==> config.mk <==
export PLATFORM = sky130hd
export DESIGN_NAME = synapse_sched
export DESIGN_NICKNAME = d
export VERILOG_FILES = /design/src/rtl/synapse_sched.sv
export SDC_FILE = /design/constraint.sdc
export NUM_CORES = 1
export LEC_CHECK = 0
export ABC_CLOCK_PERIOD_IN_PS = 2100
export CELL_PAD_IN_SITES_DETAIL_PLACEMENT = 0
export CELL_PAD_IN_SITES_GLOBAL_PLACEMENT = 1
export CORE_ASPECT_RATIO = 1.1
export CORE_UTILIZATION = 33
export CTS_CLUSTER_DIAMETER = 40
export DETAILED_ROUTE_END_ITERATION = 16
export PLACE_DENSITY_LB_ADDON = 0.1
export SLEW_MARGIN = 0
export SYNTH_ARGS = -nofsm -noshare
export SYNTH_HDL_FRONTEND = slang
export SYNTH_SLANG_ARGS = --single-unit
==> constraint.sdc <==
create_clock -name clk -period 2.1 [get_ports clk]
set_input_delay 0.63 -clock clk [delete_from_list [all_inputs] [get_ports clk]]
set_output_delay 0.63 -clock clk [all_outputs]
set_load 0.005 [all_outputs]
==> src/rtl/synapse_sched.sv <==
// synapse_sched: sequencer in front of one synapse array instance.
//
// Runs two kinds of pass on the array:
//   - weight reset: one-cycle o_wegt_rst, then wait for i_syn_done.
//   - timestep: latch the 576-bit spike vector, pulse o_run, stream 432
//     24-bit bundles (18 rows x 24 bundles) in step with the array's
//     1-cycle BRAM read, and collect the 18 returned currents, each tagged
//     with its neuron index.
// Every pass ends with a one-cycle o_done, or with a one-cycle o_err on
// overflow (a 19th current) or timeout.
//
// Ports:
//   clk, reset_n          clock, synchronous active-low reset
//   i_start, i_spike_vec  timestep request and its spike vector (IDLE only)
//   i_wegt_rst            weight-reset request (IDLE only, wins over i_start)
//   o_run, o_wegt_rst     one-cycle issue pulses to the array
//   o_spike_bundle/valid  bundle stream to the array
//   i_syn_current/valid   currents returned by the array
//   i_syn_done            array done pulse
//   o_current/neuron_idx/valid  registered current and its neuron index
//   o_busy, o_done, o_err status
module synapse_sched #(
  parameter int N_BUNDLE = 24,
  parameter int N_NEURON = 18,
  parameter int TIMEOUT  = 1023
) (
  input  logic         clk,
  input  logic         reset_n,
  input  logic         i_start,
  input  logic [575:0] i_spike_vec,
  input  logic         i_wegt_rst,
  output logic         o_run,
  output logic         o_wegt_rst,
  output logic [23:0]  o_spike_bundle,
  output logic         o_spike_valid,
  input  logic [24:0]  i_syn_current,
  input  logic         i_syn_valid,
  input  logic         i_syn_done,
  output logic [24:0]  o_current,
  output logic [4:0]   o_neuron_idx,
  output logic         o_valid,
  output logic         o_busy,
  output logic         o_done,
  output logic         o_err
);

  localparam int VEC_W    = 576;
  localparam int BUNDLE_W = VEC_W / N_BUNDLE;
  localparam int FEED_LEN = N_BUNDLE * N_NEURON;
  localparam int NW       = $clog2(FEED_LEN + 1);
  localparam int BW       = $clog2(N_BUNDLE);
  localparam int TW       = $clog2(TIMEOUT + 1);

  localparam logic [NW-1:0] N_END  = NW'(FEED_LEN);
  localparam logic [BW-1:0] B_LAST = BW'(N_BUNDLE - 1);
  localparam logic [4:0]    C_FULL = 5'(N_NEURON);
  localparam logic [TW-1:0] T_LAST = TW'(TIMEOUT - 1);

  typedef enum logic [2:0] {
    IDLE, RST_ISSUE, RST_WAIT, RUN_ISSUE, RUN_FEED, RUN_WAIT, DONE, ERR
  } state_t;

  state_t                            state;
  logic [N_BUNDLE-1:0][BUNDLE_W-1:0] spike_buf;
  logic [NW-1:0]                     n;          // bundles issued so far
  logic [BW-1:0]                     b;          // n mod N_BUNDLE
  logic [4:0]                        c;          // currents captured
  logic                              done_seen;
  logic [TW-1:0]                     tcnt;       // cycles since the issue pulse

  logic timeout_hit, overflow;
  // tcnt is 0 in the issue cycle, so hitting TIMEOUT-1 puts o_err exactly
  // TIMEOUT cycles after the issue pulse.
  assign timeout_hit = (tcnt == T_LAST);
  assign overflow    = i_syn_valid && (c == C_FULL);

  always_ff @(posedge clk) begin
    if (!reset_n) begin
      state          <= IDLE;
      spike_buf      <= '0;
      n              <= '0;
      b              <= '0;
      c              <= '0;
      done_seen      <= 1'b0;
      tcnt           <= '0;
      o_run          <= 1'b0;
      o_wegt_rst     <= 1'b0;
      o_spike_bundle <= '0;
      o_spike_valid  <= 1'b0;
      o_current      <= '0;
      o_neuron_idx   <= '0;
      o_valid        <= 1'b0;
      o_busy         <= 1'b0;
      o_done         <= 1'b0;
      o_err          <= 1'b0;
    end else begin
      // pulses and the current register default low/zero each cycle
      o_run        <= 1'b0;
      o_wegt_rst   <= 1'b0;
      o_done       <= 1'b0;
      o_err        <= 1'b0;
      o_valid      <= 1'b0;
      o_current    <= '0;
      o_neuron_idx <= '0;
      tcnt         <= tcnt + 1'b1;

      case (state)
        IDLE: begin
          tcnt <= '0;
          if (i_wegt_rst) begin
            state      <= RST_ISSUE;
            o_wegt_rst <= 1'b1;
            o_busy     <= 1'b1;
          end else if (i_start) begin
            state     <= RUN_ISSUE;
            o_run     <= 1'b1;
            o_busy    <= 1'b1;
            spike_buf <= i_spike_vec;
          end
        end

        RST_ISSUE: state <= RST_WAIT;

        RST_WAIT: begin
          if (i_syn_done) begin
            state  <= DONE;
            o_done <= 1'b1;
          end else if (timeout_hit) begin
            state <= ERR;
            o_err <= 1'b1;
          end
        end

        RUN_ISSUE: begin
          n         <= '0;
          b         <= '0;
          c         <= '0;
          done_seen <= 1'b0;
          state     <= RUN_FEED;
        end

        RUN_FEED, RUN_WAIT: begin
          if (i_syn_done) done_seen <= 1'b1;
          if (overflow || timeout_hit) begin
            state          <= ERR;
            o_err          <= 1'b1;
            o_spike_valid  <= 1'b0;
            o_spike_bundle <= '0;
          end else begin
            if (i_syn_valid) begin
              o_valid      <= 1'b1;
              o_current    <= i_syn_current;
              o_neuron_idx <= c;
              c            <= c + 1'b1;
            end
            if (state == RUN_FEED) begin
              // first cycle here is the idle slot; bundle n lands at T+2+n
              if (n == N_END) begin
                o_spike_valid  <= 1'b0;
                o_spike_bundle <= '0;
                state          <= RUN_WAIT;
              end else begin
                o_spike_valid  <= 1'b1;
                o_spike_bundle <= spike_buf[b];
                n              <= n + 1'b1;
                b              <= (b == B_LAST) ? '0 : b + 1'b1;
              end
            end else if (done_seen && c == C_FULL) begin
              // done may precede the last current; wait for both
              state  <= DONE;
              o_done <= 1'b1;
            end
          end
        end

        DONE, ERR: begin
          state  <= IDLE;
          o_busy <= 1'b0;
        end

        default: begin
          state  <= IDLE;
          o_busy <= 1'b0;
        end
      endcase
    end
  end

endmodule

Word level (Yosys, flattened, before mapping)
Index checks and enable logic that the tools add are counted.
{"block": "word_totals", "wordCells": 137, "register_bits": 670}
{"block": "op_classes", "n_reduce_logical": 21, "order_cmp": 1, "eq_ne": 20, "bitwise": 5, "muxes": 46, "addsub": 4}
{"cell": "$bmux W24 S5", "n": 1}
{"cell": "$mux W24", "n": 4}
{"cell": "$mux W5", "n": 6}
{"cell": "$mux W9", "n": 3}
{"cell": "$mux W3", "n": 8}
{"cell": "$pmux W5 S2", "n": 2}
{"cell": "$pmux W3 S6", "n": 1}
{"cell": "$pmux W9 S2", "n": 1}
{"cell": "$mux W1", "n": 16}
{"cell": "$eq A3 B3 Y1 const B", "n": 4}
{"cell": "$add A10 B1 Y10 const B", "n": 1}
{"cell": "$add A5 B1 Y5 const B", "n": 2}
{"cell": "$eq A10 B10 Y1 const B", "n": 1}
{"cell": "$eq A5 B5 Y1 const B", "n": 2}
{"cell": "$ne A2 B2 Y1 const B", "n": 5}
{"cell": "$add A9 B1 Y9 const B", "n": 1}
{"cell": "$eq A9 B9 Y1 const B", "n": 1}
{"cell": "$ne A4 B4 Y1 const B", "n": 2}
{"cell": "$pmux W1 S2", "n": 4}
{"cell": "$reduce_and A2 Y1", "n": 4}
{"cell": "$reduce_and A4 Y1", "n": 2}
{"cell": "$eq A3 B2 Y1 const B", "n": 2}
{"cell": "$lt A5 B6 Y1 const B", "n": 1}
{"cell": "$ne A3 B3 Y1 const B", "n": 2}
{"cell": "other kinds (10)", "n": 21}

Depth between registers and ports, before layout
{"block": "logic_depth", "ltp_word": 6, "ltp_mapped": 9, "depth_no_buf": 7}

Worst setup path before layout
OpenSTA, ideal clock, no wires.
{"block": "synth_path", "path_type": "register -> register", "from": "register tcnt[0]", "to": "register n[8]", "slack_ns": 0.108, "synth_period_minus_slack_ns": 1.992, "setup_ns": 0.070, "path_stages_with_launch": 8, "path_buffers": 0, "t_arrival_ns": 1.922, "path_cell_list": "dfxtp_1 > inv_1 > ha_1 > and4_1 > a32oi_4 > nand3_4 > or4_1 > a21oi_1"}
{"block": "synth_between", "elab_chain_cells": 4}
{"item": "start: declaration", "line": "69", "source": "logic [TW-1:0] tcnt;"}
{"item": "start signal: assignment", "line": "105", "source": "tcnt <= tcnt + 1'b1;"}
{"item": "$eq A10 B10 Y1", "line": "74", "source": "assign timeout_hit = (tcnt == T_LAST);"}
{"item": "$logic_or A1 B1 Y1", "line": "144", "source": "if (overflow || timeout_hit) begin"}
{"item": "$ne A2 B2 Y1 (no line)"}
{"item": "$reduce_and A4 Y1 (no line)"}
{"item": "end signal: assignment", "line": "165", "source": "n <= n + 1'b1;"}
{"item": "end: declaration", "line": "65", "source": "logic [NW-1:0] n;"}
No other way between the ends.
A chain may end at the register's enable or synchronous reset.

Worst setup path after layout
{"block": "layout_path", "from": "register b[0]", "to": "register o_spike_bundle[11]"}
{"block": "layout_between", "elab_chain_cells": 5}
{"item": "start: declaration", "line": "66", "source": "logic [BW-1:0] b;"}
{"item": "start signal: assignment", "line": "166", "source": "b <= (b == B_LAST) ? '0 : b + 1'b1;"}
{"item": "$bmux W24 S5", "line": "164", "source": "o_spike_bundle <= spike_buf[b];"}
{"item": "$mux W24 (not written as such)", "line": "164"}
{"item": "$mux W24", "line": "158", "source": "if (n == N_END) begin"}
{"item": "$mux W24", "line": "156", "source": "if (state == RUN_FEED) begin"}
{"item": "$mux W24", "line": "144"}
{"item": "end signal: assignment", "line": "164"}
{"item": "end: declaration", "line": "34", "source": "output logic [23:0] o_spike_bundle,"}
No other way between the ends. The select of a mux whose other input is x is not followed.

==> flow_summary.toml <==
[placed_design]
port_buffers = 667
pre_cts_slack_ps = -350
dp_hpwl_um = 85900
place_congestion = 0.880

[yosys]
syn_area_per_cell_um2 = 8.46
async_reset_ff_share_pct = 0
syn_nets = 3873
ys_warn_count = 0
ys_ff_latch = 670
ys.flop_type = "dfxtp_1"
syn_area_mm2 = 0.0276
synth_cells = 3259
yosysSeqAreaShare_pct = 48.7
synth-edff-count = 0
netlist-cell-type-count = 51

[final_layout]
utilization_pct = 50.7
layout.nets = 4630
area_growth_pct = 51.3
multi_input_area_mm2 = 0.0135
regArea_mm2 = 0.0134
n_fill_cell = 7781
final_common_cell = "nand2_1"
drive_above_1_share_pct = 16.4
layout_common_cells = "1,175 x nand2_1, 665 x dfxtp_1, 606 x a21oi_1"

[cts]
clockBufferDepth = 3
cts.clk_slew.worst_paths_ps = 50
htreeDepth = 3
cts_num_sinks = 670
hold_buffers = 0
clkLatencyLatePin_ps = 670
clockRootBuffer = "clkbuf_16"
tritoncts = "done"
cts_buffers = 113

[sta]
setup_ws_ps = -141
final-hold-violation-count = 0
period_minus_slack_ps = 2240
finalSetupViolCount = 16
skew_ps = 18.2
fin_crit_sh_pct = 107
rsz0062_at_grt = "yes"
relSlewSlack_pct = 41.5
maxSlewViolCount = 0
worstMarginPinSlew_ps = 877
worst_hold_slack_ps = 451
fmax_mhz = 446
setup_tns_ps = -1070

[pwr]
peakVddDrop_mv = 0.699
powerDensity_mw_per_mm2 = 1010
p_leak_nw = 14.9

[global_route]
grt_pass1_wl_um = 165000
overflow = 0
first_global_vias = 26800
antenna_found_initial = 24
grtUsageTotal_pct = 26.0
grt_max_degree = 105

[hold_path]
hold_depth = 2
worstHoldEndpoint = "spike_buf[540]$_SDFFE_PN0P_"
hold_start = "spike_buf[540]$_SDFFE_PN0P_"
min-delay-path-class = "reg -> reg"

[routing]
first_iter_violations = 1793
wl_met3_um = 7320
firstDrtPassIters = 6
routed_via_density = 5.09
wl_per_cell_um = 22.0
finalWirelength_um = 114000
ant_nets = 0
via_count = 26500
drc = 0
wl_met2_um = 57300
wl_met1_um = 46100
highest_layer = "met5"

[floorplan]
fp.dieArea_mm2 = 0.0847
coreArea_mm2 = 0.0823
start_util_pct = 33.5
dieWidth_um = 278
fp.dieH_um = 305
ios = 668
rows = 110

[setup_path]
r2r_cells = 7
rr_endpoint = "o_spike_bundle[11]$_SDFFE_PN0P_"
r2r_start = "b[0]$_SDFFE_PN0P_"
critPathArrivalTime_ps = 2800
crit_required_ps = 2660
crit_type = "reg -> reg"
r2r_slack_ps = -140
critPathMaxFanout = 7
start_kind = "flop"
endpoint_kind = "flop"

[outcome]
violations = "negative setup slack"
outcome = "finished, violations left"

[job]
cap_violations = 0
[where the power goes]
group	internal (mW)	switching (mW)
combinational	3.93	4.64
sequential	14.2	0.790
clock	11.7	6.97
total	29.8	12.4
[kinds of logic (layout without fill, tap and decap cells)]
family	count (synthesis)	after routing	synth area share [%]
DFF	670	670	48.7
AOI/OAI and AO/OA	774	774	15.4
other	0	14	0
xor gates and xnor gates	10	10	0.318
adders and majority gates	7	7	0.318
and+or+nand+nor	1344	1345	19.6
buffers and inverters	278	1135	4.33
muxes	176	176	11.4
[worst max-delay path: stages (launching register included)]
cell     delay, ps
dfxtp_4        430
buf_12         190
buf_12         150
mux4_2         600
a22oi_2        310
buf_4          180
a31oi_1         80
o21a_1         180
[Yosys cell counts, types with 3 or more instances]
master	number	area, um2
dfxtp_1	670	13400
or3_1	7	43.8
nand4_1	8	50.1
clkbuf_1	173	649
nor2b_1	17	106
or4_1	3	22.5
and2_1	6	37.5
and2b_1	7	52.6
xor2_1	9	78.8
buf_4	10	75.1
and3_1	35	219
and4_1	3	26.3
nor3_1	3	15.0
a221oi_1	23	201
a31o_2	6	52.6
nor2_1	34	128
nand2_1	1176	4410
mux2i_1	65	651
o21a_1	16	120
a211oi_1	5	37.5
ha_1	7	87.6
o31ai_1	7	52.6
a31oi_1	17	106
a22oi_1	43	323
nand2b_1	16	100
o21ai_0	34	170
buf_2	83	415
nand3_1	18	90.1
mux4_2	111	2500
a21oi_1	614	3070
inv_1	8	30.0
[per-stage QoR]
| stage | instances | total power, mW | area (um2) |
|---|---|---|---|
| final | 5195 | 42.2 | 41700 |
| after global routing | 5193 | 44.1 | 41700 |
| after CTS | 5154 | 42.3 | 41000 |
| after detailed placement | 4924 | 23.5 | 36700 |
| after global placement | 4924 | 23.3 | 36700 |
| after floorplan | 3259 | 19.4 | 27600 |
[layout make-up]
class                      count  area share, %
tap                         1064           3.19
clock inverter                77           1.90
timing repair buffer         910           22.7
clock buffer                 139           7.45
sequential                   670           32.2
antenna                       14         0.0840
multi-input combinational   2312           32.4
inverter                       9          0.108
[layer usage]
layer	track usage, %	vias to the layer above
li1	-	12700
met1	31.0	12800
met2	45.4	848
met3	5.79	170
met4	10.0	18
met5	0	-
[how the worst max path moves through the flow]
stage / depth (start not counted) / endpoint / startpoint
final: 7 / o_spike_bundle[11]$_SDFFE_PN0P_ / b[0]$_SDFFE_PN0P_
after global routing: 7 / o_spike_bundle[6]$_SDFFE_PN0P_ / b[2]$_SDFFE_PN0P_
after CTS: 7 / o_spike_bundle[11]$_SDFFE_PN0P_ / b[0]$_SDFFE_PN0P_
after detailed placement: 7 / o_spike_bundle[11]$_SDFFE_PN0P_ / b[0]$_SDFFE_PN0P_
after global placement: 7 / o_spike_bundle[6]$_SDFFE_PN0P_ / b[1]$_SDFFE_PN0P_
after floorplan: 7 / n[8]$_SDFFE_PN0P_ / tcnt[0]$_SDFF_PP0_
[sequential cells by signal (all words and copies together), names as in the netlist]
name	cells
o_wegt_rst	1
b	5
o_done	1
n	9
o_neuron_idx	5
state	3
done_seen	1
c	5
o_err	1
o_run	1
o_current	25
o_valid	1
tcnt	10
o_busy	1
o_spike_bundle	24
o_spike_valid	1
spike_buf	576
[repair_timing]
action	4_1_cts	5_1_grt
cloned	2	4
setup endpoints to repair	87	297
resized for setup	137	85
pin swaps	14	33
buffers inserted	13	26
No activity file was read; power rests on OpenSTA's default activity.
